`src/rtl/rate_detector.sv`:
```
// rate_detector: measures the spacing of rising edges on pulse_in, classifies it into a rate code and tracks lock/loss
module rate_detector #(
  parameter int P1      = 50000000,
  parameter int P2      = 100000000,
  parameter int P3      = 200000000,
  parameter int TOL     = 1000,
  parameter int TIMEOUT = 250000000
) (
  input  logic        clock,
  input  logic        reset_n,
  input  logic        pulse_in,
  output logic [27:0] period,
  output logic        period_valid,
  output logic [1:0]  rate_code,
  output logic        locked,
  output logic        timeout
);
  localparam logic [27:0] P1_LO = 28'(P1 - TOL);
  localparam logic [27:0] P1_HI = 28'(P1 + TOL);
  localparam logic [27:0] P2_LO = 28'(P2 - TOL);
  localparam logic [27:0] P2_HI = 28'(P2 + TOL);
  localparam logic [27:0] P3_LO = 28'(P3 - TOL);
  localparam logic [27:0] P3_HI = 28'(P3 + TOL);
  localparam logic [27:0] TO    = 28'(TIMEOUT);
  typedef enum logic [1:0] {SEARCH, MEASURE, STEADY} state_t;
  state_t      state_q, state_d;
  logic [27:0] cnt_q, cnt_d, period_q, period_d;
  logic [2:0]  run_q, run_d;
  logic [1:0]  code_q, code_d, k;
  logic        pulse_prev_q, valid_q, valid_d, locked_q, locked_d;
  logic        timeout_q, timeout_d, prev_ok_q, prev_ok_d, rise, cls;
  // next-state: edge detect, high-run tracking, period measurement and classification
  always_comb begin
    rise      = pulse_in & ~pulse_prev_q;
    run_d     = pulse_in ? ((run_q == 3'd7) ? run_q : run_q + 3'd1) : 3'd0;
    k         = (cnt_q >= P1_LO && cnt_q <= P1_HI) ? 2'b01 :
                (cnt_q >= P2_LO && cnt_q <= P2_HI) ? 2'b10 :
                (cnt_q >= P3_LO && cnt_q <= P3_HI) ? 2'b11 : 2'b00;
    cls       = k != 2'b00;
    state_d   = state_q;
    cnt_d     = cnt_q;
    period_d  = period_q;
    valid_d   = 1'b0;
    code_d    = code_q;
    locked_d  = locked_q;
    timeout_d = rise ? 1'b0 : timeout_q;
    prev_ok_d = prev_ok_q;
    if (state_q != STEADY && run_d >= 3'd3) begin
      state_d   = STEADY;
      cnt_d     = '0;
      code_d    = 2'b00;
      locked_d  = 1'b1;
      timeout_d = 1'b0;
      prev_ok_d = 1'b0;
    end else if (state_q == STEADY) begin
      if (!pulse_in) begin
        state_d  = SEARCH;
        locked_d = 1'b0;
      end
    end else if (state_q == SEARCH) begin
      if (rise) begin
        state_d = MEASURE;
        cnt_d   = 28'd1;
      end
    end else if (rise) begin
      cnt_d     = 28'd1;
      period_d  = cnt_q;
      valid_d   = 1'b1;
      code_d    = cls ? k : code_q;
      locked_d  = cls && prev_ok_q && (k == code_q);
      prev_ok_d = cls;
    end else if (cnt_q == TO) begin
      state_d   = SEARCH;
      cnt_d     = '0;
      timeout_d = 1'b1;
      locked_d  = 1'b0;
      prev_ok_d = 1'b0;
    end else begin
      cnt_d = cnt_q + 28'd1;
    end
  end
  // state and registered outputs, synchronous active-low reset
  always_ff @(posedge clock) begin
    if (!reset_n) begin
      state_q      <= SEARCH;
      cnt_q        <= '0;
      period_q     <= '0;
      valid_q      <= 1'b0;
      code_q       <= 2'b00;
      locked_q     <= 1'b0;
      timeout_q    <= 1'b0;
      prev_ok_q    <= 1'b0;
      pulse_prev_q <= 1'b0;
      run_q        <= '0;
    end else begin
      state_q      <= state_d;
      cnt_q        <= cnt_d;
      period_q     <= period_d;
      valid_q      <= valid_d;
      code_q       <= code_d;
      locked_q     <= locked_d;
      timeout_q    <= timeout_d;
      prev_ok_q    <= prev_ok_d;
      pulse_prev_q <= pulse_in;
      run_q        <= run_d;
    end
  end
  assign period       = period_q;
  assign period_valid = valid_q;
  assign rate_code    = code_q;
  assign locked       = locked_q;
  assign timeout      = timeout_q;
endmodule

```
`config.mk`:
```
export PLATFORM = sky130hd
export DESIGN_NAME = rate_detector
export DESIGN_NICKNAME = d
export VERILOG_FILES = /design/src/rtl/rate_detector.sv
export SDC_FILE = /design/constraint.sdc
export NUM_CORES = 1
export LEC_CHECK = 0
export CORE_MARGIN = 2
export CORE_UTILIZATION = 52
export CTS_CLUSTER_DIAMETER = 40
export DETAILED_ROUTE_END_ITERATION = 7
export PLACE_DENSITY = 0.84
export SYNTH_ARGS = -nofsm -noshare
export SYNTH_HDL_FRONTEND = slang
export SYNTH_SLANG_ARGS = --single-unit
```
`constraint.sdc`:
```
create_clock -name clock -period 2.1 [get_ports clock]
set_clock_uncertainty 0.05 [all_clocks]
set_input_delay 0.42 -clock clock [delete_from_list [all_inputs] [get_ports clock]]
set_output_delay 0.42 -clock clock [all_outputs]
set_load 0.005 [all_outputs]
```
==> results of run 1 <==
## through the flow
step | hold slack (ns) | cell area (sq um) | total power (uW) | setup TNS (ns)
3_5_place_dp | 0.4014 | 5107 | 1614 | -5.972
4_1_cts | 0.4104 | 5430 | 2851 | -0.02716
2_1_floorplan | 0.4009 | 3896 | 1481 | 0
3_3_place_gp | 0.3953 | 5107 | 1602 | -0.5748
5_1_grt | 0.4369 | 5766 | 2980 | -1.850
6_report | 0.4093 | 5766 | 2887 | -0.05796
## layer usage
layer | part of all wire, % | up-vias | track usage, %
met4 | 3.8 | 0 | 17.95
met2 | 49 | 280 | 52.63
met1 | 40 | 2216 | 39.22
met5 | 0 | - | 0
li1 | - | 2139 | -
met3 | 8.0 | 60 | 5.593
## final cells by class
class	instances	share of cell area (%)
flip-flops and latches	68	24.46
well taps	99	2.148
inverters	11	0.7161
clock buffers	11	2.452
multi-input cells	390	43.84
clock inverters	5	1.476
repair buffers	169	24.91
## worst max-delay path, stage by stage (launching register included)
cell       delay (ns)
dfxtp_2          0.41
buf_4            0.20
nor4b_1          0.35
nand2_1          0.12
o311a_1          0.36
nor3_2           0.24
a32o_2           0.22
a2111oi_2        0.04
## state kept, by name (all words and copies together), names as in the netlist
name and cells:
cnt_q 28, locked 1, period 28, period_valid 1, prev_ok_q 1, pulse_prev_q 1
rate_code 2, run_q 3, state_q 2, timeout 1
## report_power, final
part | total, uW | internal, uW | switching [uW]
registers | 1310 | 1290 | 17.8
clock network | 1250 | 706 | 541
logic | 330 | 144 | 186
total | 2890 | 2140 | 744
## what timing repair did
item	CTS	global route
cloned	0	3
resized for setup	28	72
setup endpoints to repair	25	32
pin swaps	6	25
setup buffers	3	8
hold endpoints to repair	0	0
hold buffers	0	0
## cell families after synthesis
| kind of cell | share of synthesized area [%] |
|---|---|
| adder cells (fa/ha/maj) | 0.9660 |
| AND/OR/NAND/NOR | 33.90 |
| flip-flops | 35.03 |
| XOR/XNOR | 0.2254 |
| multiplexers | 0.2576 |
| buffers and inverters | 6.439 |
| AO/OA/AOI/OAI | 23.18 |
## cells in the final DEF, fill, tap and decap left out, types with 4 or more instances in the layout
master and count:
buf_4 118, nand2_1 90, dfxtp_1 43, nor2_1 38, a21oi_1 36, clkdlybuf4s50_1 35, a21boi_0 18, dfxtp_2 18
o21ai_0 17, nor3_1 15, nand3_1 13, nand4_1 11, inv_1 10, clkbuf_8 10, buf_6 10, a311oi_1 9
nor2b_1 8, nand2b_1 8, nor4_1 8, dfxtp_4 7, a31oi_1 6, nand4b_1 5, o21ai_1 5, and2_1 4
or2_2 4, o211ai_1 4, a211oi_1 4
## worst max path at each step
stage	end	cells after the start
after global routing	locked	7
after global placement	locked	7
after floorplan	cnt_q[24]	7
after CTS	locked	5
final	locked	7
after detailed placement	locked	7
==> metrics.md, run 1 <==
| Metric | Value |
|---|---|
| Core Area | slightly above 7000 sq um |
| Cells after DPL | 723 |
| #FFs+latches synth | between 60 and 70 |
| Fmax achieved | about 470 MHz |
| Syn nets | 519 |
| Syn Inst Count | 513 |
| Synth top area cells | dfxtp_1, nand2_1, a21oi_1 |
| Total track usage | 31.85% |
| Die width | 90.45 um |
| WL per Instance | 18.48 um |
| Pin count of the biggest net entering global routing | 29 |
| Total grt overflow | 0 |
| Detailed Place HPWL | around 9.5 mm |
| Post-synth cell types | 64 |
| Nets@finish | 655 |
| Row cnt | 31 |
| Chip height | 90.45 um |
| Final worst slack | -0.04112 ns |
| Crit Path Class | reg2reg |
| Routed Antenna Nets | 0 |
| Final setup violating endpoints | 3 |
| Iteration-0 DRC Markers | 596 |
| Max-cap violations | 0 |
| Routability Congestion | approximately 1 |
| Max Slew Vio Count | 0 |
| Cell depth of the worst hold path | 2 |
| CP endpoint kind | flip-flop |
| Fillers | 477 |
| Outcome | finished with violations |
| Slew @ Worst Pin | ~0.50 ns |
| DP Worst Slack | -0.1930 ns |
| Initial core utilization | 53.58% |
| Synth async-reset ratio | 0% |
| CTS tree | yes |
| RR Startpoint | cnt_q[18] |
| Sequential cell area | 1410 sq um |
| Clk pin slew, worst setup/hold paths | ~0.08 ns |
| Via density | 6.235 |
| Min-delay src | period[27] |
| Number of I/O pins | 36 |
| Crit start category | flip-flop |
| Tmin final | 2.141 ns |
| Buffers on Ports | 35 |
| Vias in the first global route | 4,315 |
| Count leader, synth | nand2_1 |
| RSZ-0062 raised after global routing | true |
| Crit path DAT | between 2 and 2.5 ns |
| First-pass GRT wire length | 21.02 mm |
| Violated checks | setup timing |
| Critical Path Source | cnt_q[18] |
| Fraction of layout cells with a size suffix above 1 | between 30% and 40% |
| Post-synth top area share | 35.03% |
| Area of the multi-input gates | 2527 sq um |
| Hold Path Class | reg2reg |
| Top post-synthesis cells by count | nand2_1, dfxtp_1, nor2_1 |
| Clk sinks | about 70 |
| Post-synth EDFFs | 0 |
| Worst reg2reg path depth | 7 |
| Via Count | roughly 4,700 |
| Power Density | approximately 500 nW/um^2 |
| R2r setup slk | -0.04 ns |
| CTS Buf Count | 9 |
| Routed Wire Length | roughly 14 mm |
| Period utilization | 102.0% |
| Ant diodes | 0 |
| Yosys top cell by area | dfxtp_1 |
| Leakage dissipation | ~0.0021 uW |
| Peak VDD IR | 0.5166 mV |
| Initial DRT Pass Iterations | 5 |
| Max_slew headroom | 66.52% |
| Root Buffer | clkbuf_8 |
| Sequential area share after synthesis | 35.03% |
| Worst skew pair latency | 0.36 ns |
| Residual DRC count | 0 |
| Max H-tree Level | 3 |
| Avg Cell Area, Syn | ~7.6 sq um |
| P&R area growth vs syn | 48.36% |
| Final Hold Fails | 0 |
| Finished Layout Cells | 753 |
| Clock Tree Buf Depth | 2 |
| CP required | 2.27 ns |
| Yosys warns | 0 |
| Top_reg_cell synth | dfxtp_1 |
| RR Endpoint | locked |
| Crit Path Max Fanout | 7 |
| Die area | 8181 sq um |
| Antenna violations before repair | 0 |
| Post-Syn Area | 3886 sq um |
| Hold Path End | period[27] |
| Core Util, Final | 79.49% |
Power figures use the tool's default switching activity.
==> inputs of run 2 (changes only) <==
Settings changed: CTS_CLUSTER_SIZE set to 40, PLACE_DENSITY 0.84 to 0.76, TNS_END_PERCENT set to 50.
==> run 2 against run 1 <==
- the run ends with DRC, setup timing left
- wire length is 1.6% higher
- critical path depth rose by 2
- hold slack got worse by 0.0035 ns
- non-clock buffer count shrank 13
- highest routed layer unchanged
==> metrics.md, run 2 (synthesis gave the netlist of run 1 again) <==
| Metric | Value |
|---|---|
| Peak VDD IR | approximately 0.46 mV |
| Fillers | 474 |
| Area of the multi-input gates | 2587 sq um |
| Int Pwr | 2005 uW |
| Clock Tree Buf Depth | 2 |
| CP required | roughly 2.3 ns |
| Clk sinks | 68 |
| Sw Share | 26.42% |
| Power Density | 477.9 nW/um^2 |
| Buffer and inverter count on the worst path | 3 |
| Period utilization | 107.7% |
| Final Hold Fails | 0 |
| Pin count of the biggest net entering global routing | 29 |
| Chip height | 90.45 um |
| Overall power | 2724 uW |
| Hold slack final | 0.4059 ns |
| Crit Path Class | reg2reg |
| Initial core utilization | 53.58% |
| First-pass GRT wire length | 20.67 mm |
| Routed Wire Length | 14.14 mm |
| Worst reg2reg path depth | 9 |
| Vias in the first global route | 4,358 |
| Slew @ Worst Pin | around 0.48 ns |
| Hold Path Class | reg2reg |
| Die width | 90.45 um |
| Psw | between 700 and 800 uW |
| DP Worst Slack | -0.2036 ns |
| Routed Antenna Nets | 0 |
| Detailed Place HPWL | 9.064 mm |
| Clock power frac | 40.8% |
| Final worst slack | -0.1608 ns |
| Ant diodes | 0 |
| Cell depth of the worst hold path | 2 |
| Root Buffer | clkbuf_8 |
| Max incr delay on CP | 0.41 ns |
| P&R area growth vs syn | 46.68% |
| Tmin final | 2.261 ns |
| Violated checks | DRC, setup timing |
| Fmax achieved | 442.3 MHz |
| Via density | 6.486 |
| WL per Instance | 19.11 um |
| Total track usage | 30.86% |
| Commonest non-fill, non-tap cell in the layout | buf_4 |
| Max H-tree Level | 3 |
| Sequential cell area | 1404 sq um |
| Min-delay src | period[16] |
| Max_slew headroom | 68.01% |
| CTS tree | yes |
| CTS Buf Count | 9 |
| RR Startpoint | cnt_q[7] |
| Routability Congestion | 1.037 |
| CP endpoint kind | flip-flop |
| Crit path DAT | 2.47 ns |
| Outcome | finished with violations |
| Core Area | ~7300 sq um |
| Iteration-0 DRC Markers | 601 |
| Nets@finish | 642 |
| Residual DRC count | 8 |
| Finished Layout Cells | 740 |
| Die area | 8181 sq um |
| Crit start category | flip-flop |
| R2r setup slk | -0.16 ns |
| Delay-heaviest family, CP | simple AND/OR/NAND/NOR gates |
| Hold Path End | period[16] |
| Sequential power share | about half |
| Crit Path Max Fanout | 7 |
| RR Endpoint | cnt_q[25] |
| Via Count | 4,800 |
| Number of I/O pins | 36 |
| Most frequent cells in the layout | buf_4, nand2_1, dfxtp_1 |
| Cells after DPL | 714 |
| Buffers on Ports | 35 |
| Total grt overflow | 0 |
| # hold bufs at CTS | 0 |
| Initial DRT Pass Iterations | 8 |
| Leakage dissipation | 0.002089 uW |
| Antenna violations before repair | 0 |
| Setup tns final | -0.6324 ns |
| Worst skew pair latency | 0.36 ns |
| Final setup violating endpoints | 10 |
| RSZ-0062 raised after global routing | true |
| Comb power frac | 11.2% |
| Max Slew Vio Count | 0 |
| Max-cap violations | 0 |
| Fraction of layout cells with a size suffix above 1 | approximately a third |
| Row cnt | 31 |
| Most used cell along the critical path | buf_4 |
| CP max-delay cell | dfxtp_4 |
| Cell Chain, Critical Path | nand4_4 > buf_4 > nor4_2 > buf_4 > nand4_1 > buf_4 > nor2_2 > a31oi_1 > a211oi_1 |
| Clk pin slew, worst setup/hold paths | 0.08 ns |
run 2: metal layers:
layer	share of wire [%]	vias up	GRT usage [%]
met1	37	2228	37.13
met2	48	341	53.13
met4	6.9	0	16.41
met3	8.7	121	4.591
li1	-	2110	-
met5	0	-	0
run 2: final cells by class:
class / count / area share [%]
inverters: 11 / 0.7243
clock inverters: 5 / 1.076
multi-input cells: 390 / 45.39
clock buffers: 11 / 2.480
flip-flops and latches: 68 / 24.63
repair buffers: 156 / 23.53
well taps: 99 / 2.173
run 2: worst max-delay path by stage:
stage,from,endpoint,slack [ns],cells after the start
after floorplan,cnt_q[1],cnt_q[24],0.009,7
after global placement,pulse_in,locked,-0.07,7
after detailed placement,cnt_q[7],locked,-0.20,7
after CTS,cnt_q[14],locked,-0.05,6
after global routing,cnt_q[11],locked,-0.19,7
final,cnt_q[7],cnt_q[25],-0.16,9
run 2: power groups by stage:
stage / logic (uW) / registers [uW] / clock network (uW)
floorplan: 141 / 1340 / 0
global placement: 253 / 1340 / 0
detailed placement: 260 / 1340 / 0
CTS: 265 / 1310 / 1120
global route: 322 / 1310 / 1170
finish: 304 / 1310 / 1110
run 2: worst reg2reg max path: cells and delay by family, from the launching register on:
family / cells / cell delay [ns]
simple gates: 4 / 0.73
buf+inv: 3 / 0.61
flops: 1 / 0.41
compound gates: 2 / 0.37
run 2: what timing repair did:
item                       CTS  global route
setup endpoints to repair   28            34
gates resized for setup     36            52
setup buffers                1             7
cloned                       0             2
pin swaps                    5            15
run 2: stage by stage:
step | util, % | area, sq um
after floorplan | - | 3896
after global placement | 69.66 | 5052
after detailed placement | 69.66 | 5052
after CTS | 74.30 | 5389
after global routing | 78.59 | 5700
final | 78.59 | 5700
==> inputs of run 3 (changes only) <==
Settings changed: CORE_UTILIZATION 52 to 60, PLACE_DENSITY 0.76 to 0.83.
Clock period 2.1 ns to 2.61 ns, I/O delays scaled along.
==> run 3 against run 2 <==
- the run now ends clean
- hold slack worse by 0.0030 ns
- sequential share of layout area up 3.9 points
- critical path depth down 3
- flip-flop and latch count unchanged
- wire length down 20%
- setup slack better by 0.32 ns
- global-route usage up 1.6 points
- maximum frequency down 7.8%
- final cell count down 12%
==> metrics.md, run 3 (synthesis gave the netlist of run 1 again) <==
| Metric | Value |
|---|---|
| Initial core utilization | 61.55% |
| Via Count | around 4,200 |
| Total setup buffers inserted after CTS | 0 |
| Core Area | 6314 sq um |
| Clk pin slew, worst setup/hold paths | 0.07 ns |
| DP Worst Slack | around 0.16 ns |
| Outcome | complete, no violations |
| Max Slew Vio Count | 0 |
| Most frequent cells in the layout | nand2_1, dfxtp_1, buf_4 |
| Worst skew pair latency | 0.35 ns |
| Commonest non-fill, non-tap cell in the layout | nand2_1 |
| Fmax achieved | 407.7 MHz |
| Period utilization | 93.98% |
| Final setup violating endpoints | 0 |
| Residual DRC count | 0 |
| P&R area growth vs syn | 22.67% |
| Finished Layout Cells | 648 |
| Nets@finish | 572 |
| Hold Path Class | reg2reg |
| Leakage dissipation | around 0.0016 uW |
| Psw | 537.8 uW |
| Chip height | ~84 um |
| Crit path DAT | 2.64 ns |
| Crit start category | flip-flop |
| Number of I/O pins | 36 |
| Routed Wire Length | 11.33 mm |
| Sw Share | 24.23% |
| Initial DRT Pass Iterations | 5 |
| WL per Instance | 17.49 um |
| Final Hold Fails | 0 |
| Crit Path Max Fanout | 12 |
| Crit Path Class | reg2reg |
| Fraction of layout cells with a size suffix above 1 | 14.19% |
| Pin count of the biggest net entering global routing | 26 |
| Overall power | between 2000 and 2500 uW |
| Via density | 6.472 |
| Power Density | 465.7 nW/um^2 |
| Total grt overflow | 0 |
| Setup tns final | 0 ns |
| Ant diodes | 0 |
| Cells after DPL | 632 |
| Antenna violations before repair | 0 |
| Clock power frac | a little over two fifths |
| Row cnt | 29 |
| Detailed Place HPWL | 8.232 mm |
| Die area | 7137 sq um |
| Root Buffer | clkbuf_8 |
| Routability Congestion | 0.9994 |
| # hold bufs at CTS | 0 |
| Max-cap violations | 0 |
| Clock Tree Buf Depth | 2 |
| Int Pwr | 1682 uW |
| CP required | about 2.8 ns |
| Vias in the first global route | 3,913 |
| Slew @ Worst Pin | roughly 0.57 ns |
| Tmin final | roughly 2.5 ns |
| Comb power frac | 8.6% |
| Die width | ~84 um |
| Routed Antenna Nets | 0 |
| Max H-tree Level | 3 |
| Sequential power share | between 40% and 50% |
| Iteration-0 DRC Markers | around 370 |
| CTS Buf Count | 9 |
| Peak VDD IR | 0.4172 mV |
| Total track usage | 32.42% |
| Final worst slack | 0.1571 ns |
| First-pass GRT wire length | 18.89 mm |
| Clk sinks | around 70 |
| Buffers on Ports | 35 |
| CTS tree | yes |
| Max_slew headroom | 61.45% |
| CP endpoint kind | flip-flop |
| RSZ-0062 raised after global routing | false |
[run 3: final cells by class]
class	instances	area (sq um)
clock buffers	12	145.1
clock inverters	4	72.57
fillers	495	1546
inverters	11	41.29
multi-input cells	390	2292
flip-flops and latches	68	1361
well taps	77	96.34
repair buffers	86	758.2
[run 3: critical path, cell delays in order (launching register included)]
cell and delay [ns]:
dfxtp_1 0.46, nor4_1 0.48, nor4bb_1 0.39, a31oi_1 0.12
a211oi_2 0.35, a2111oi_1 0.14, a2111oi_1 0.35
[run 3: per-stage QoR]
step	utilization, %	instance area [sq um]	hold WS (ns)
2_1_floorplan	-	3886	0.4009
3_3_place_gp	71.92	4541	0.3917
3_5_place_dp	71.92	4541	0.3955
4_1_cts	75.37	4758	0.4054
5_1_grt	75.51	4767	0.4214
6_report	75.51	4767	0.4029
[run 3: power groups by stage]
stage / Combinational [uW] / Clock (uW) / Sequential, uW
CTS: 188 / 974 / 1060
floorplan: 112 / 0 / 1080
detailed placement: 188 / 0 / 1080
global route: 209 / 1010 / 1060
finish: 192 / 968 / 1060
global placement: 183 / 0 / 1080
[run 3: metal layers]
layer  GRT usage [%]  wire length (um)  vias up
met2           53.11              5306      197
met3           6.195               748       38
li1                -                 -     1968
met5               0                 0        -
met1           42.39              4961     1991
met4           12.41               315        0
[run 3: path summary, 6_finish.rpt]
check        slack (ns)  startpoint          to  cells after the start
min reg2reg        0.40  period[11]  period[11]                      2
max reg2reg        0.16    cnt_q[8]      locked                      6
min                0.40  period[11]  period[11]                      2
max                0.16    cnt_q[8]      locked                      6
[run 3: repair_timing]
item | 4_1_cts | 5_1_grt
endpoints found under the setup margin | 0 | 1
endpoints found under the hold margin | 0 | 0
resized for setup | 0 | 1
